### src/rtl/fifo_controller.sv
// Sequencer for the FSM-based FIFO: services one write or read transfer at a time,
// owns the RAM pointers, occupancy count and full/empty flags.
module fifo_controller #(
  parameter int ADDR_W = 3
) (
  input  logic              clk,
  input  logic              Reset,
  input  logic              wr_req,
  input  logic              rd_req,
  output logic              WB_LoadEnable,
  output logic              WB_Clear,
  output logic              mem_we,
  output logic [ADDR_W-1:0] mem_waddr,
  output logic [ADDR_W-1:0] mem_raddr,
  output logic              RB_LoadEnable,
  output logic              wr_ack,
  output logic              rd_ack,
  output logic              wr_err,
  output logic              rd_err,
  output logic              full,
  output logic              empty,
  output logic [ADDR_W:0]   count
);

  typedef enum logic [2:0] {
    IDLE      = 3'd0,
    WR_LOAD   = 3'd1,
    WR_COMMIT = 3'd2,
    RD_FETCH  = 3'd3,
    RD_LOAD   = 3'd4
  } state_t;

  localparam logic [ADDR_W:0]   DEPTH_C   = {1'b1, {ADDR_W{1'b0}}};
  localparam logic [ADDR_W:0]   CNT_ONE_C = {{ADDR_W{1'b0}}, 1'b1};
  localparam logic [ADDR_W-1:0] PTR_ONE_C = {{(ADDR_W-1){1'b0}}, 1'b1};

  state_t              state_r;
  state_t              state_next_s;
  logic [ADDR_W-1:0]   wptr_r;
  logic [ADDR_W-1:0]   rptr_r;
  logic [ADDR_W:0]     count_r;
  logic [ADDR_W:0]     count_next_s;
  logic                full_r;
  logic                empty_r;
  logic                wr_err_r;
  logic                rd_err_r;
  logic                last_grant_wr_r;
  logic                wr_ok_s;
  logic                rd_ok_s;
  logic                grant_wr_s;
  logic                grant_rd_s;

  // Arbitration and next-state decode; requests only matter in IDLE.
  always_comb begin
    state_next_s = state_r;
    grant_wr_s   = 1'b0;
    grant_rd_s   = 1'b0;
    wr_ok_s      = wr_req & ~full_r;
    rd_ok_s      = rd_req & ~empty_r;
    case (state_r)
      IDLE: begin
        if (wr_ok_s && rd_ok_s) begin
          // Round-robin against the previous grant; write wins right after reset.
          if (last_grant_wr_r) begin
            grant_rd_s = 1'b1;
          end else begin
            grant_wr_s = 1'b1;
          end
        end else if (wr_ok_s) begin
          grant_wr_s = 1'b1;
        end else if (rd_ok_s) begin
          grant_rd_s = 1'b1;
        end else begin
          grant_wr_s = 1'b0;
        end
        if (grant_wr_s) begin
          state_next_s = WR_LOAD;
        end else if (grant_rd_s) begin
          state_next_s = RD_FETCH;
        end else begin
          state_next_s = IDLE;
        end
      end
      WR_LOAD:   state_next_s = WR_COMMIT;
      WR_COMMIT: state_next_s = IDLE;
      RD_FETCH:  state_next_s = RD_LOAD;
      RD_LOAD:   state_next_s = IDLE;
      default:   state_next_s = IDLE;
    endcase
  end

  // Occupancy after the current cycle's commit, if any.
  always_comb begin
    count_next_s = count_r;
    case (state_r)
      WR_COMMIT: count_next_s = count_r + CNT_ONE_C;
      RD_LOAD:   count_next_s = count_r - CNT_ONE_C;
      default:   count_next_s = count_r;
    endcase
  end

  // State, pointers, occupancy, flags and error pulses.
  always_ff @(posedge clk) begin
    if (Reset) begin
      state_r         <= IDLE;
      wptr_r          <= {ADDR_W{1'b0}};
      rptr_r          <= {ADDR_W{1'b0}};
      count_r         <= {(ADDR_W+1){1'b0}};
      full_r          <= 1'b0;
      empty_r         <= 1'b1;
      wr_err_r        <= 1'b0;
      rd_err_r        <= 1'b0;
      last_grant_wr_r <= 1'b0;
    end else begin
      state_r  <= state_next_s;
      count_r  <= count_next_s;
      full_r   <= (count_next_s == DEPTH_C);
      empty_r  <= (count_next_s == {(ADDR_W+1){1'b0}});
      wr_err_r <= (state_r == IDLE) & wr_req & full_r;
      rd_err_r <= (state_r == IDLE) & rd_req & empty_r;
      if (grant_wr_s || grant_rd_s) begin
        last_grant_wr_r <= grant_wr_s;
      end else begin
        last_grant_wr_r <= last_grant_wr_r;
      end
      if (state_r == WR_COMMIT) begin
        wptr_r <= wptr_r + PTR_ONE_C;
      end else begin
        wptr_r <= wptr_r;
      end
      if (state_r == RD_LOAD) begin
        rptr_r <= rptr_r + PTR_ONE_C;
      end else begin
        rptr_r <= rptr_r;
      end
    end
  end

  // Strobes are decoded from state and forced low while reset is asserted.
  assign WB_LoadEnable = (state_r == WR_LOAD)   & ~Reset;
  assign mem_we        = (state_r == WR_COMMIT) & ~Reset;
  assign wr_ack        = (state_r == WR_COMMIT) & ~Reset;
  assign RB_LoadEnable = (state_r == RD_LOAD)   & ~Reset;
  assign rd_ack        = (state_r == RD_LOAD)   & ~Reset;
  assign WB_Clear      = ~Reset;

  assign mem_waddr = wptr_r;
  assign mem_raddr = rptr_r;
  assign count     = count_r;
  assign full      = full_r;
  assign empty     = empty_r;
  assign wr_err    = wr_err_r;
  assign rd_err    = rd_err_r;

endmodule

### config.mk
export PLATFORM = sky130hd
export DESIGN_NAME = fifo_controller
export DESIGN_NICKNAME = d
export VERILOG_FILES = /design/src/rtl/fifo_controller.sv
export SDC_FILE = /design/constraint.sdc
export NUM_CORES = 1
export LEC_CHECK = 0
export CAP_MARGIN = 40
export CORE_AREA = 2 2 41 43
export CTS_BUF_LIST = sky130_fd_sc_hd__clkbuf_8
export DETAILED_ROUTE_END_ITERATION = 16
export DIE_AREA = 0 0 43 45
export DONT_BUFFER_PORTS = 1
export PLACE_DENSITY = 0.74
export SYNTH_ARGS = -nofsm -noshare
export SYNTH_HDL_FRONTEND = slang
export SYNTH_SLANG_ARGS = --single-unit
### constraint.sdc
create_clock -name clk -period 3.7 [get_ports clk]
set_input_delay 0.555 -clock clk [delete_from_list [all_inputs] [get_ports clk]]
set_output_delay 0.555 -clock clk [all_outputs]
set_load 0.01 [all_outputs]
==> results of run 1 <==
routing by layer:
layer,wire (µm),GRT usage (%),share of wire [%]
met5,0,0,0
met3,113,4.400,6.7
met4,35,10.91,2.1
met1,718,23.00,43
met2,818,32.73,49
state kept, by name (all words and copies together), names as in the netlist:
register         cells
mem_waddr            3
full                 1
rd_err               1
last_grant_wr_r      1
empty                1
mem_raddr            3
count                4
wr_err               1
state_r              3
cells in the mapped netlist (2+ instances only):
cell / number
dfxtp_1: 18
nor2_1: 14
nand2_1: 6
xnor2_1: 5
xor2_1: 4
a21oi_1: 3
and3_1: 3
buf_2: 3
ha_1: 3
inv_1: 3
buf_4: 2
clkbuf_1: 2
nand3_1: 2
nor4_1: 2
nor4b_1: 2
o21ai_0: 2
o41ai_1: 2
worst register-to-register path, stage by stage (launching register included):
cell,delay [ns]
dfxtp_1,0.62
nor2_1,0.15
nand2_1,0.18
xnor2_1,0.08
ha_1,0.20
or4b_4,0.49
a21oi_2,0.16
xnor2_1,0.19
and4bb_1,0.22
layout by cell type (no fill, tap or decap), drive strengths merged:
| cell type | instances |
|---|---|
| inv | 3 |
| or4 | 1 |
| mux2i | 1 |
| or4b | 1 |
| nor4 | 2 |
| a31o | 1 |
| and4bb | 1 |
| nor3b | 1 |
| dfxtp | 18 |
| and3 | 4 |
| nor2 | 14 |
| clkbuf | 3 |
| nand2 | 6 |
| nand3 | 2 |
| nand3b | 1 |
| or2 | 1 |
| o21ai | 2 |
| a21oi | 4 |
| ha | 3 |
| nand2b | 1 |
| xnor2 | 5 |
| o41ai | 2 |
| a21boi | 1 |
| xor2 | 4 |
| a31oi | 1 |
| nor4b | 2 |
| a22oi | 1 |
cell families after synthesis:
group | count (synthesis) | synth area share, %
AND/OR/NAND/NOR | 37 | 25.19
flip-flops | 18 | 43.70
AO/OA/AOI/OAI | 12 | 9.865
buffers and inverters | 10 | 5.917
XOR/XNOR | 9 | 9.559
adder cells (fa/ha/maj) | 3 | 4.553
multiplexers | 1 | 1.214
path summary, 6_finish.rpt:
path / from / endpoint / cells after the start
setup / recovery: state_r[0] / full / 8
hold / removal: Reset / last_grant_wr_r / 1
setup reg to reg: state_r[0] / full / 8
hold reg to reg: last_grant_wr_r / last_grant_wr_r / 2
metrics by stage:
step	util, %	hold slack [ns]
2_1_floorplan	-	0.4336
3_3_place_gp	54.85	0.4395
3_5_place_dp	54.85	0.4501
4_1_cts	57.65	0.3634
5_1_grt	57.65	0.3587
6_report	57.65	0.3643
power by group through the flow:
stage               Clock [mW]  Combinational [mW]  Sequential, mW
finish                   0.134              0.0344           0.220
global route             0.146              0.0380           0.221
CTS                      0.136              0.0345           0.219
detailed placement           0              0.0332           0.224
global placement             0              0.0316           0.223
floorplan                    0              0.0363           0.217
area by class of cell:
class / count / area share (%)
Multi-Input combinational cell: 62 / 48.97
Sequential cell: 18 / 42.48
Clock buffer: 3 / 4.867
Tap cell: 16 / 2.360
Inverter: 3 / 1.327
==> summary.txt, run 1 <==
Power
  – Sw frac: 25.03%
  – VDD IR-drop max: 0.2711 mV
  – P_leak: 0.3398 nW
  – Clock power frac: 34.5%
  – Pint: 0.2912 mW
  – Total Power: 0.3884 mW
  – Pwr dens: 457.9 nW/µm²
  – Combinational power share: just under 9%
  – Psw: 0.09721 mW
  – Sequential power share: 56.6%

Placed design
  – GPL Wtd Cong: between 0.7 and 0.8
  – DP Wirelength: about 1100 µm
  – Port buffer count: 0
  – DP Cell Count: 99
  – Worst slack at placement: 1.408 ns
  – Area after DPL: 807.0 µm²

Critical path
  – Critical Path Fanout Max: 15
  – Buf/Inv on CP: 0
  – Crit start category: flop
  – Most used cell, CP: xnor2_1
  – WP data required: between 3 and 4 ns
  – Slowest cell delay on critical path: 0.62 ns
  – Arrival @ worst endpoint: around 2.6 ns
  – Slowest cell on the critical path: dfxtp_1
  – R2R Setup Slk: 1.35 ns
  – Crit-path cells: nor2_1 -> nand2_1 -> xnor2_1 -> ha_1 -> or4b_4 -> a21oi_2 -> xnor2_1 -> and4bb_1
  – CP Class: reg2reg
  – Worst setup EP type: flop
  – Cell family contributing the most delay on the critical path: simple AND/OR/NAND/NOR gates

Hold path
  – HP Class: in2reg

Synth
  – Dominant synthesized flop cell: dfxtp_1
  – Synth Cell Area: 824.5 µm²
  – FF+latch count, synth: 18
  – Post-synth top area cell: dfxtp_1
  – Syn nets: 97
  – Post-synth top area share: 43.70%
  – Number of synthesized flops with an enable pin: 0
  – Seq/Total Area, Yosys: 43.70%
  – Synth Instances: 90
  – Syn Area/Cell: around 9.2 µm²
  – Synth area leaders: dfxtp_1 44%, nor2_1 6.4%, xnor2_1 5.3%, ha_1 4.6%, xor2_1 4.2%
  – YS warnings: 0
  – Synth unique cells: 31
  – Asr flop ratio synth: 0%

CTS
  – CTS sink count: 18
  – Num CTS Buffers: 3
  – Post-CTS Setup Inserts: 0
  – Worst-path clk slew: 0.06 ns
  – PostCTS Resize Cnt: 0
  – Max clock buf depth: 2
  – Clk root buf: clkbuf_8
  – Clk_lat worst skew: 0.25 ns
  – TritonCTS clock tree: built
  – # hold bufs at CTS: 0
  – H-Tree Depth: 1

Die
  – Core area: 1471 µm²
  – Die width: 43 µm
  – Die Y-Extent: ~45 µm
  – Ports: 24
  – Initial Utilization: 56.04%
  – Die area: 1935 µm²
  – Rows: 14

STA
  – Final setup vio count: 0
  – Hold Fails Final Rpt: 0
  – Fin Setup TNS: 0 ns
  – RSZ-0062 raised after global routing: false
  – Final min period: 2.354 ns
  – Worst setup margin: 1.346 ns
  – Rel. slew slack: 62.60%
  – Clk_skew: 0.002508 ns
  – Fmax achieved: between 0.4 and 0.5 GHz
  – Tcrit/Tclk final: 63.63%
  – Worst-margin pin slew: around 0.55 ns
  – Max-slew violations: 0

Detailed routing
  – Avg WL per Cell: ~17 µm
  – Drt pass-1 iters: 4
  – Post-route ant nets: 0
  – 1st-iter DRT viols: 9
  – Vias: roughly 640
  – DR vias/cell: 6.265
  – DRC violations left: 0
  – WL final: 1686 µm

Job
  – Maxcap violations: 0

Finish
  – FF/Latch Area: 360.3 µm²
  – Area of the multi-input gates: 415.4 µm²
  – Synth-to-layout area growth: 2.883%
  – Finished Cell Area: ~850 µm²
  – Ant. Diodes: 0
  – Fin cells: 102
  – Filler cell count: 128
  – Fraction of layout cells with a size suffix above 1: 8.140%
  – Nets@finish: 95

Global route
  – Largest net degree at the start of global routing: 20
  – Total gr overflow: 0
  – GRT Total Usage: about a fifth
  – Antenna violations before repair: 0
  – First-pass GRT wire length: roughly 2700 µm
  – Vias in the first global route: 582

Outcome
  – Outcome: finished clean
No activity file was read; power rests on OpenSTA's default activity.
==> run 2, diff against run 1 <==
- clock period: 3.7 -> 2.2 ns (I/O delays scaled with it)
==> run 2 against run 1 <==
Power is 68% higher. Routed wire length is 13% lower. Fmax is 15% higher. Flip-flop and latch count stayed put. Via count is 6.3% lower. Final cell count is 2.9% higher. Clock skew hardly changed. Core utilization is 1.7 points higher. Clock-buffer cell count stayed put. Sequential power is 63% higher. First-iteration DRC count is 22% lower. Critical endpoint unchanged. Largest power group unchanged. Highest routed layer unchanged.
==> summary.txt, run 2 (synthesis gave the netlist of run 1 again) <==
STA
  – Fin Setup TNS: 0 ns
  – Final min period: a little over 2 ns
  – Worst-margin pin slew: 0.5490 ns
  – Hold Fails Final Rpt: 0
  – Tcrit/Tclk final: 93.35%
  – Worst setup margin: 0.1464 ns
  – Minimum hold slack: 0.1380 ns
  – Max-slew violations: 0
  – Fmax achieved: 0.4869 GHz
  – Rel. slew slack: between 60% and 70%
  – RSZ-0062 raised after global routing: false
  – Final setup vio count: 0
  – Clk_skew: 0.002575 ns

Die
  – Die Y-Extent: ~45 µm
  – Rows: 14
  – Core area: 1471 µm²
  – Die area: 1935 µm²
  – Ports: 24
  – Initial Utilization: 56.04%
  – Die width: 43 µm

Critical path
  – RR Endpoint: full
  – Crit start category: flop
  – Arrival @ worst endpoint: 2.24 ns
  – Worst setup EP type: flop
  – Slowest cell on the critical path: or4b_4
  – Reg2Reg Depth: 8
  – WP data required: around 2.4 ns
  – R2R Setup Slk: 0.15 ns
  – Slowest cell delay on critical path: 0.48 ns
  – Critical path startpoint: state_r[0]
  – Cell family contributing the most delay on the critical path: simple AND/OR/NAND/NOR gates
  – Crit-path cells: nor2_1 -> nand2_2 -> xnor2_1 -> ha_1 -> or4b_4 -> a21oi_2 -> xnor2_1 -> and4bb_1
  – Most used cell, CP: xnor2_1
  – Buf/Inv on CP: 0
  – Worst r2r src: state_r[0]
  – CP Class: reg2reg
  – Critical Path Fanout Max: 4

Detailed routing
  – Vias: around 600
  – DRC violations left: 0
  – Post-route ant nets: 0
  – 1st-iter DRT viols: 7
  – Avg WL per Cell: between 10 and 15 µm
  – Drt pass-1 iters: 4
  – DR vias/cell: 5.705
  – WL final: between 1000 and 1500 µm

Finish
  – Nets@finish: 98
  – Fraction of layout cells with a size suffix above 1: 12.36%
  – Finished Cell Area: 873.3 µm²
  – Synth-to-layout area growth: 5.918%
  – Fin cells: 105
  – Most frequent cells in the layout: 18 x dfxtp_1, 14 x nor2_1, 5 x xnor2_1, 5 x nand2_1, 4 x xor2_1
  – FF/Latch Area: around 360 µm²
  – Max reg flops: 4
  – Ant. Diodes: 0
  – Area of the multi-input gates: 417.9 µm²
  – Commonest non-fill, non-tap cell in the layout: dfxtp_1
  – Filler cell count: 139

Hold path
  – HP Start: Reset
  – HP Class: in2reg
  – Worst hold path depth: 1
  – Min-Delay Endpoint: mem_raddr[1]

CTS
  – TritonCTS clock tree: built
  – CTS sink count: 18
  – # hold bufs at CTS: 0
  – Clk root buf: clkbuf_8
  – Num CTS Buffers: 3
  – H-Tree Depth: 1
  – Clk_lat worst skew: 0.25 ns
  – Worst-path clk slew: 0.06 ns
  – Max clock buf depth: 2

Global route
  – GRT Total Usage: ~17%
  – Total gr overflow: 0
  – Largest net degree at the start of global routing: 20
  – Antenna violations before repair: 0
  – Vias in the first global route: 510
  – First-pass GRT wire length: 2332 µm

Placed design
  – DP Cell Count: 102
  – GPL Wtd Cong: 0.7525
  – Port buffer count: 0
  – Worst slack at placement: 0.1321 ns
  – Area after DPL: 829.5 µm²
  – DP Wirelength: 1011 µm

Outcome
  – Outcome: finished clean

Power
  – P_leak: 0.3564 nW
  – Pwr dens: approximately 750 nW/µm²
  – VDD IR-drop max: 0.4453 mV

Job
  – Maxcap violations: 0
run 2: cell count changes in the layout (fill, tap and decap cells not counted):
cell	previous run	this run
buf_4	0	3
nand2_1	6	5
nand2_2	0	1
run 2: what timing repair did:
item | in CTS | in global routing
gates resized for setup | 0 | 1
setup endpoints to repair | 0 | 1
buffers inserted | 0 | 0
run 2: worst max-delay path by stage:
stage	to	slack [ns]	cells after the start
2_1_floorplan	full	0.01	9
3_3_place_gp	full	0.21	8
3_5_place_dp	full	0.13	8
4_1_cts	full	0.10	8
5_1_grt	full	0.003	8
6_report	full	0.15	8
run 2: area by class of cell:
type,count,area share [%]
Clock buffer,3,4.728
Inverter,3,1.289
Multi-Input combinational cell,62,47.85
Sequential cell,18,41.26
Tap cell,16,2.292
Timing Repair Buffer,3,2.579
run 2: metrics by stage:
step	util [%]	power, mW
finish	59.35	0.6523
global route	59.35	0.6773
CTS	59.18	0.6580
detailed placement	56.38	0.4353
global placement	56.38	0.4339
floorplan	-	0.4252
run 2: layer usage:
metal | GRT usage (%) | up-vias | part of all wire, %
met5 | 0 | - | 0
met4 | 14.55 | 0 | 3.1
met3 | 6.800 | 4 | 6.7
met2 | 21.21 | 21 | 41
met1 | 23.37 | 261 | 49
li1 | - | 313 | -
run 2: where the power goes:
group	switching (mW)	internal (mW)
sequential	0.0168	0.341
combinational	0.0401	0.0312
clock	0.101	0.122
total	0.158	0.494
